$ cat config.mk
export PLATFORM = sky130hd
export DESIGN_NAME = udp_rx_chk_beat_cmp
export DESIGN_NICKNAME = d
export VERILOG_FILES = /design/src/rtl/udp_rx_chk_pkg.sv /design/src/rtl/udp_rx_chk_beat_cmp.sv
export SDC_FILE = /design/constraint.sdc
export NUM_CORES = 1
export LEC_CHECK = 0
export CAP_MARGIN = 20
export CORE_MARGIN = 2
export CORE_UTILIZATION = 50
export CTS_CLUSTER_DIAMETER = 80
export CTS_CLUSTER_SIZE = 40
export DETAILED_ROUTE_END_ITERATION = 10
export PLACE_DENSITY = 0.79
export RECOVER_POWER = 50
export SYNTH_ARGS = -nofsm -noshare
export SYNTH_HDL_FRONTEND = slang
export SYNTH_SLANG_ARGS = --single-unit
$ cat constraint.sdc
create_clock -name i_clk -period 2.3 [get_ports i_clk]
set_input_delay 0.46 -clock i_clk [delete_from_list [all_inputs] [get_ports i_clk]]
set_output_delay 0.46 -clock i_clk [all_outputs]
set_load 0.005 [all_outputs]
$ cat src/rtl/udp_rx_chk_pkg.sv
// Shared types and pattern helpers for the UDP RX pattern checker.
// Helpers assume 64-byte beats (512-bit datapath).
package udp_rx_chk_pkg;

    typedef enum logic {
        IDLE,
        IN_PKT
    } rx_state_e;

    localparam int PATTERN_WORD_W = 32;

    function automatic logic [PATTERN_WORD_W-1:0] pattern_word(
        input logic [15:0] seq,
        input logic [15:0] beat
    );
        return {seq, beat};
    endfunction

    function automatic logic [63:0] last_keep_mask(
        input logic [15:0] pkt_size
    );
        logic [5:0] rem;
        logic [6:0] n;
        rem = 6'(pkt_size - 16'd1);
        n   = {1'b0, rem} + 7'd1;
        return (n == 7'd64) ? {64{1'b1}} : ((64'd1 << n) - 64'd1);
    endfunction

    function automatic logic [16:0] exp_beats(
        input logic [15:0] pkt_size
    );
        return 17'(({1'b0, pkt_size} + 17'd63) >> 6);
    endfunction

endpackage

$ cat src/rtl/udp_rx_chk_beat_cmp.sv
// Registered masked compare of one RX beat against its replicated
// pattern word; mismatch is valid the cycle after the beat is captured.
module udp_rx_chk_beat_cmp
    import udp_rx_chk_pkg::*;
#(
    parameter int DATA_WIDTH = 512,
    parameter int KEEP_WIDTH = 64
) (
    input  logic                      i_clk,
    input  logic                      i_reset,
    input  logic                      i_valid,
    input  logic [DATA_WIDTH-1:0]     i_data,
    input  logic [KEEP_WIDTH-1:0]     i_keep,
    input  logic [PATTERN_WORD_W-1:0] i_exp_word,
    output logic                      o_mismatch
);

    logic                      r_valid;
    logic [DATA_WIDTH-1:0]     r_data;
    logic [KEEP_WIDTH-1:0]     r_keep;
    logic [PATTERN_WORD_W-1:0] r_exp;
    logic                      w_diff;

    always_ff @(posedge i_clk) begin
        if (i_reset) begin
            r_valid <= 1'b0;
            r_data  <= '0;
            r_keep  <= '0;
            r_exp   <= '0;
        end else begin
            r_valid <= i_valid;
            if (i_valid) begin
                r_data <= i_data;
                r_keep <= i_keep;
                r_exp  <= i_exp_word;
            end
        end
    end

    always_comb begin
        w_diff = 1'b0;
        for (int k = 0; k < KEEP_WIDTH; k++) begin
            if (r_keep[k] && (r_data[k*8 +: 8] != r_exp[(k%4)*8 +: 8]))
                w_diff = 1'b1;
        end
    end

    assign o_mismatch = r_valid & w_diff;

endmodule

==> qor.csv <==
metric;value;unit
outcome;finished, violations left;
failing checks;negative setup slack;
gp weighted congestion;0.958;
Tightest Hold Check Type;in2reg;
Top delay family on crit path;simple AND/OR/NAND/NOR gates;
FF-to-FF End;r_exp[15]$_SDFFE_PP0P_;
CP max stage delay;0.35;ns
VDD IR max;654;uV
fillers;4037;
Routed wire per std cell;21.4;um
Power Dens Cells;625;nW/um2
CTS root buf;clkbuf_16;
CORE AREA;55000;um2
CP Depth;11;
1st-pass router iterations;5;
vias in the first global route;22931;
Hold Violations, Final;0;
post-synth cell types;18;
CTS Buffer Depth;3;
Syn Nets;3363;
wirelength, routed;93100;um
global-route wire length before repair;136000;um
Final Skew;0;ns
vias per cell;5.29;
Vias;23020;
largest net degree at the start of global routing;78;
TritonCTS Buffers;31;
most frequent cells in the layout;608 x mux2i_1, 608 x nor2_1, 608 x clkdlybuf4s50_1;
Routed Antenna Nets;0;
Syn Std Cell Area;27700;um2
switching share of power;0.291;
net load switching power;6.97;mW
GRT Total Usage;0.312;
share of layout cells above drive strength 1;0.138;
Critical Path Start;r_exp[5]$_SDFFE_PP0P_;
worst-path cell chain;buf_12 -> buf_4 -> xnor2_1 -> nand4_1 -> o21ai_2 -> nand4_1 -> buf_4 -> nor4_4 -> nand4_1 -> and2_4 -> buf_6;
die height;239;um
gate count after technology mapping;2752;
Port Buffers;611;
final worst slack;-1.04;ns
worst reg-to-reg setup slack;1.11;ns
WP data required;1.84;ns
DRC Markers;0;
part of the power in the clock network;0.299;
worst reg2reg path depth;5;
antenna violations before repair;33;
cell area after placement;36500;um2
IO Pins;612;
fmax;0.299;GHz
H-Tree Depth;1;
Skew-Pair Late Insertion Delay;0.62;ns
Worst-path clk slew;0.11;ns
CTS Sinks;609;
register area share after synthesis;0.440;
WS Path Type;reg2out;
Final min period;3.34;ns
highest-delay cell along the critical path;dfxtp_2;
Final Non-Filler Cells;4355;
Power Internal;17.0;mW
final instance area;38400;um2
Area growth syn-to-layout;38.5;%
DRT iter0 DRCs;1426;
max-slew violations;0;
starting density of the core;0.504;
# Max-Cap Violations;0;
Final Setup Violations;1;
Comb pwr share;0.212;
CTS tree;built;
arrival time at the worst endpoint;2.88;ns
Yosys warnings;0;
slew at the pin closest to its max-slew limit;1.23;ns
dpl hpwl;71300;um
crit end category;output port;
Worst R2R Start;r_exp[15]$_SDFFE_PP0P_;
Synth Register Bits;609;
Worst Setup EP;o_mismatch;
WP buf/inv;4;
Die ar.;57300;um2
register share of total power;0.489;
Final nets;4167;
dpl cells;4242;
num rows;86;
Slew headroom;0.183;
most used cell, CP;nand4_1;
Worst setup SP type;flip-flop;
period utilization;1.45;
critical path peak fanout;12;
RSZ-0062 raised after global routing;true;
Avg Synthesized Cell Area;10.1;um2
DIE WIDTH;239;um
Lkg Pwr;15.7;nW
grt total ovfl;0;
[through the flow]
stage	TNS, ns	total power, mW	hold WS, ns	util	worst slack (ns)
after floorplan	0	14.4	0.453	-	0.291
after global placement	-1.16	16.7	0.470	0.664	-1.16
after detailed placement	-1.18	16.8	0.479	0.664	-1.18
after CTS	-1.02	24.0	0.201	0.695	-1.02
after global routing	-1.13	24.8	0.283	0.698	-1.13
final	-1.04	24.0	0.279	0.698	-1.04
[state kept, by name, indices dropped and copies added, names as in the netlist]
signal,flops
r_data,512
r_keep,64
r_exp,32
r_valid,1
[cell families (layout without fill, tap and decap cells)]
| kind of cell | count (synthesis) | after routing | synth area share |
|---|---|---|---|
| other | 0 | 26 | 0 |
| xor gates and xnor gates | 512 | 512 | 0.164 |
| and+or+nand+nor | 759 | 759 | 0.116 |
| DFF | 609 | 609 | 0.440 |
| AOI/OAI and AO/OA | 64 | 64 | 0.0120 |
| buffers and inverters | 200 | 1029 | 0.0480 |
| muxes | 608 | 608 | 0.220 |
[final cells by class]
type                            instances  area, um2  area share
Sequential cell                       609      12200       0.319
Clock inverter                         25        393      0.0102
Antenna cell                           26       65.1     0.00170
Clock buffer                           33        793      0.0207
Tap cell                              748        936      0.0244
Multi-Input combinational cell       1943      14500       0.379
Timing Repair Buffer                  971       9430       0.246
[routing by layer]
layer / global-route usage / wire length (um) / up-vias
li1: - / - / 10797
met1: 0.401 / 38900 / 11133
met2: 0.523 / 44300 / 891
met3: 0.0494 / 6100 / 185
met4: 0.125 / 3750 / 14
met5: 0 / 87 / -
[worst min-delay path: stages]
cell     delay (ns)
buf_8          0.19
mux2i_1        0.16
nor2_1         0.07
[how the worst min path moves through the flow]
stage / from / depth (start not counted) / slack (ns) / end
after floorplan: r_keep[13]$_SDFFE_PP0P_ / 2 / 0.45 / r_keep[13]$_SDFFE_PP0P_
after detailed placement: r_keep[62]$_SDFFE_PP0P_ / 2 / 0.48 / r_keep[62]$_SDFFE_PP0P_
after global routing: i_valid / 3 / 0.28 / r_data[446]$_SDFFE_PP0P_
final: i_valid / 3 / 0.28 / r_data[92]$_SDFFE_PP0P_
after global placement: r_keep[7]$_SDFFE_PP0P_ / 2 / 0.47 / r_keep[7]$_SDFFE_PP0P_
after CTS: i_reset / 2 / 0.20 / r_data[476]$_SDFFE_PP0P_
[power by group through the flow]
stage | Clock (mW) | Combinational, mW | Sequential, mW
2_1_floorplan | 0 | 2.69 | 11.7
3_3_place_gp | 0 | 4.76 | 11.9
3_5_place_dp | 0 | 4.87 | 11.9
4_1_cts | 7.26 | 5.05 | 11.7
5_1_grt | 7.58 | 5.43 | 11.8
6_report | 7.16 | 5.09 | 11.7
[what timing repair did]
item,4_1_cts,5_1_grt
cloned,1,2
hold buffers,0,0
pin swaps,38,17
resized for setup,94,28
setup buffers,21,6
endpoints found under the setup margin,1,1
[Yosys cell counts]
cell type  count  area (um2)
o21ai_2        3        26.3
buf_2         62         310
buf_6         61         687
buf_12         2        40.0
nor2b_1        1        6.26
clkbuf_1      71         267
xnor2_2        7         114
nand4_1      145         907
buf_1          3        11.3
o21ai_0       25         125
xnor2_1      505        4420
nor2_1       608        2280
buf_8          1        15.0
nor4_1         4        25.0
o21ai_1       36         180
and2_1         1        6.26
mux2i_1      608        6090
dfxtp_1      609       12200
Power figures use the tool's default switching activity.
==> variant 1 (same settings) <==
Add an input register stage for `i_valid`, `i_data`, `i_keep` and `i_exp_word`, without a reset; this delays them by one clock.
--- a/src/rtl/udp_rx_chk_beat_cmp.sv
+++ b/src/rtl/udp_rx_chk_beat_cmp.sv
@@ -15,6 +15,18 @@
     output logic                      o_mismatch
 );
 
+    logic i_valid_q;
+    logic [DATA_WIDTH-1:0] i_data_q;
+    logic [KEEP_WIDTH-1:0] i_keep_q;
+    logic [PATTERN_WORD_W-1:0] i_exp_word_q;
+
+    always_ff @(posedge i_clk) begin
+        i_valid_q    <= i_valid;
+        i_data_q     <= i_data;
+        i_keep_q     <= i_keep;
+        i_exp_word_q <= i_exp_word;
+    end
+
     logic                      r_valid;
     logic [DATA_WIDTH-1:0]     r_data;
     logic [KEEP_WIDTH-1:0]     r_keep;
@@ -28,11 +40,11 @@
             r_keep  <= '0;
             r_exp   <= '0;
         end else begin
-            r_valid <= i_valid;
-            if (i_valid) begin
-                r_data <= i_data;
-                r_keep <= i_keep;
-                r_exp  <= i_exp_word;
+            r_valid <= i_valid_q;
+            if (i_valid_q) begin
+                r_data <= i_data_q;
+                r_keep <= i_keep_q;
+                r_exp  <= i_exp_word_q;
             end
         end
     end
Formal check against the unedited RTL: not equivalent (Yosys sat finds a counterexample within 4 cycles, from zero or initial values and one cycle with i_reset high).
==> variant 1 against the original RTL <==
Worst setup slack got worse by 230 ps. Total power up 64%. Largest cell class is now flip-flops and latches. Final area rose by 34%. Sequential share of layout area grew 16 points. Critical endpoint unchanged. Area after synthesis rose by 44%. Maximum frequency is 6.4% lower. Wire length grew 18%. The run still ends with setup timing left. Synthesized cell count grew 22%. Sequential cell count up 609.
==> variant 1: results <==
set metrics [dict create \
    crit_arrival_ps 3110 \
    startpoint "r_exp[21]" \
    clkTransAtPathRegs_ps 140 \
    timing.rr.end "r_data[107]" \
    hp-start "i_reset" \
    place_congestion 0.887 \
    ys_types 18 \
    slowest_stage "dfxtp_4" \
    synthCells 3361 \
    outcome "complete, but fails checks" \
    violations "setup timing" \
    met1_usage_pct 32.4 \
    hold_path_end "r_data[33]" \
    grt_start_max_net_pins 108 \
    cts-resized-gates 32 \
    synth_area_leaders "dfxtp_1 61%, mux2i_1 15%, xnor2_1 11%" \
    p_comb_mw 4.81 \
    r2r_cells 4 \
    use_met3_pct 2.95 \
    layout_setup_ws_ps -1270 \
    drive_above_1_share_pct 11.9 \
    antenna_found_initial 21 \
    peakVddDrop_uv 610 \
    finalSetupViolations 1 \
    intPower_mw 29.3 \
    num-nets-final 4788 \
    pwr-share-clk_pct 28.8 \
    leakagePower_nw 21.3 \
    cp_slowest_stage_delay_ps 390 \
    wl_met2_mm 54.9 \
    vias_per_cell 4.96 \
    hpwl_mm 83.5 \
    reg_top3 "i_data_q x512, r_data x512" \
    vias 26100 \
    dr.pass1.iters 5 \
    synth_compound_area_share_pct 0.812 \
    yosys-top-cells-count "1,218 x dfxtp_1, 608 x mux2i_1, 608 x nor2_1" \
    detail_route.wirelength_mm 110 \
    met1Wirelength_mm 45.4 \
    synthMuxAreaShare_pct 15.3 \
    clkLatencyLatePin_ps 650 \
    reg2reg_from "i_valid_q" \
    use_met2_pct 45.8 \
    grt_use_total_pct 26.0 \
    cts-buffers-inserted 46 \
    worst_clock_skew_ps 49.8 \
    synth_seq_area_share_pct 61.1 \
    tightest_slew_ps 491 \
    grt_pass1_vias 26500 \
    ys_warn_count 0 \
    grt_pass1_wl_mm 161 \
    place_inst 5160 \
    hold_path_depth 2 \
    postCtsSetupBuffers 15 \
    syn-num-nets 3972 \
    drt_iter0_drc 1675 \
    rrSetupSlack_ps 680 \
    htreeDepth 2 \
]
## variant 1: cell count changes in the layout (fill, tap and decap cells not counted), moves of 10 or more
cell	change
dlygate4sd3_1	+609
clkdlybuf4s50_1	-608
dfxtp_1	+600
buf_12	+24
diode_2	-15
buf_6	-14
clkbuf_16	+14
o21ai_1	+11
xnor2_1	+11
xnor2_2	-10
## variant 1: final cells by class
cell class                      instances  area, sq um
Sequential cell                      1218        24400
Tap cell                             1050         1310
Multi-Input combinational cell       1943        14400
Clock inverter                         29          477
Antenna cell                           11         27.5
Fill cell                            5964        27500
Clock buffer                           50         1200
Timing Repair Buffer                  968         9640
## variant 1: stage by stage
step	hold slack [ps]	power, mW	setup slack (ps)	instance area, sq um	setup TNS [ps]
detailed placement	453	28.5	-1370	49300	-1370
CTS	131	39.7	-1290	51200	-1290
global route	145	40.7	-1380	51400	-1380
floorplan	440	25.9	314	39900	0
finish	155	39.3	-1270	51500	-1270
global placement	443	28.4	-1310	49300	-1310
==> variant 2 (same settings) <==
Without the edit above. Set the parameter `DATA_WIDTH` to 256 (it was 512).
--- a/src/rtl/udp_rx_chk_beat_cmp.sv
+++ b/src/rtl/udp_rx_chk_beat_cmp.sv
@@ -3,7 +3,7 @@
 module udp_rx_chk_beat_cmp
     import udp_rx_chk_pkg::*;
 #(
-    parameter int DATA_WIDTH = 512,
+    parameter int DATA_WIDTH = 256,
     parameter int KEEP_WIDTH = 64
 ) (
     input  logic                      i_clk,
Ports: changed (resized i_data); port bits go from 612 to 356. The function was not compared with the original's and may differ.
==> variant 2 against the original RTL <==
The run still ends with setup timing left. First-iteration DRC count fell by 45%. Worst setup slack improved by 570 ps. Largest power group unchanged. Wire length fell by 57%. Clock power fell by 54%. Total power fell by 50%. Sequential cell count fell by 288. Area after synthesis fell by 48%. Critical path type unchanged. Synthesized cell count fell by 48%. Critical endpoint unchanged. Die area fell by 47%. Cell count fell by 49%. Final area fell by 49%.
==> variant 2: results <==
set metrics [dict create \
    cp_max_fo 4 \
    synth_compound_area_share_pct 1.22 \
    drive_above_1_share_pct 13.5 \
    dp_slack_ps -684 \
    place_congestion 0.882 \
    fin_tns_setup_ps -469 \
    vias 11300 \
    reg2reg_from "r_exp[25]" \
    nFillCells 2163 \
    place_inst 2176 \
    wl_met2_mm 19.5 \
    grt_start_max_net_pins 69 \
    timing.rr.end "r_exp[25]" \
    drt_iter0_drc 778 \
    outcome "complete, but fails checks" \
    syn-num-nets 1784 \
    reg_top3 "r_data x256, r_exp x32, r_keep x32" \
    finalSetupViolations 1 \
    whs_ps 348 \
    startpoint "r_exp[28]" \
    cts-buffers-inserted 15 \
    hold_path_end "r_keep[12]" \
    layout_setup_ws_ps -469 \
    synth-xor-area-share_pct 15.6 \
    io_buffers 323 \
    violations "setup timing" \
]
[variant 2: layout make-up]
class	count	area (sq um)	area share (%)
Sequential cell	321	6480	32.9
Antenna cell	2	5.00	0.0254
Timing Repair Buffer	471	4630	23.5
Multi-Input combinational cell	1004	7600	38.6
Clock buffer	17	403	2.05
Clock inverter	8	93.8	0.476
Tap cell	384	480	2.44
[variant 2: power by group through the flow]
stage / Sequential, mW / Combinational, mW / Clock [mW]
4_1_cts: 6.16 / 2.48 / 3.36
3_3_place_gp: 6.27 / 2.36 / 0
6_report: 6.17 / 2.50 / 3.29
3_5_place_dp: 6.28 / 2.40 / 0
2_1_floorplan: 6.18 / 1.37 / 0
5_1_grt: 6.21 / 2.69 / 3.55
[variant 2: routing by layer]
layer,vias up,GRT usage [%]
met5,-,0
met1,5356,32.5
met3,68,4.08
met4,2,6.97
li1,5517,-
met2,335,45.4
[variant 2: repair_timing]
action	CTS	global route
setup endpoints to repair	1	1
pin swaps	17	24
resized for setup	72	39
setup buffers	4	0
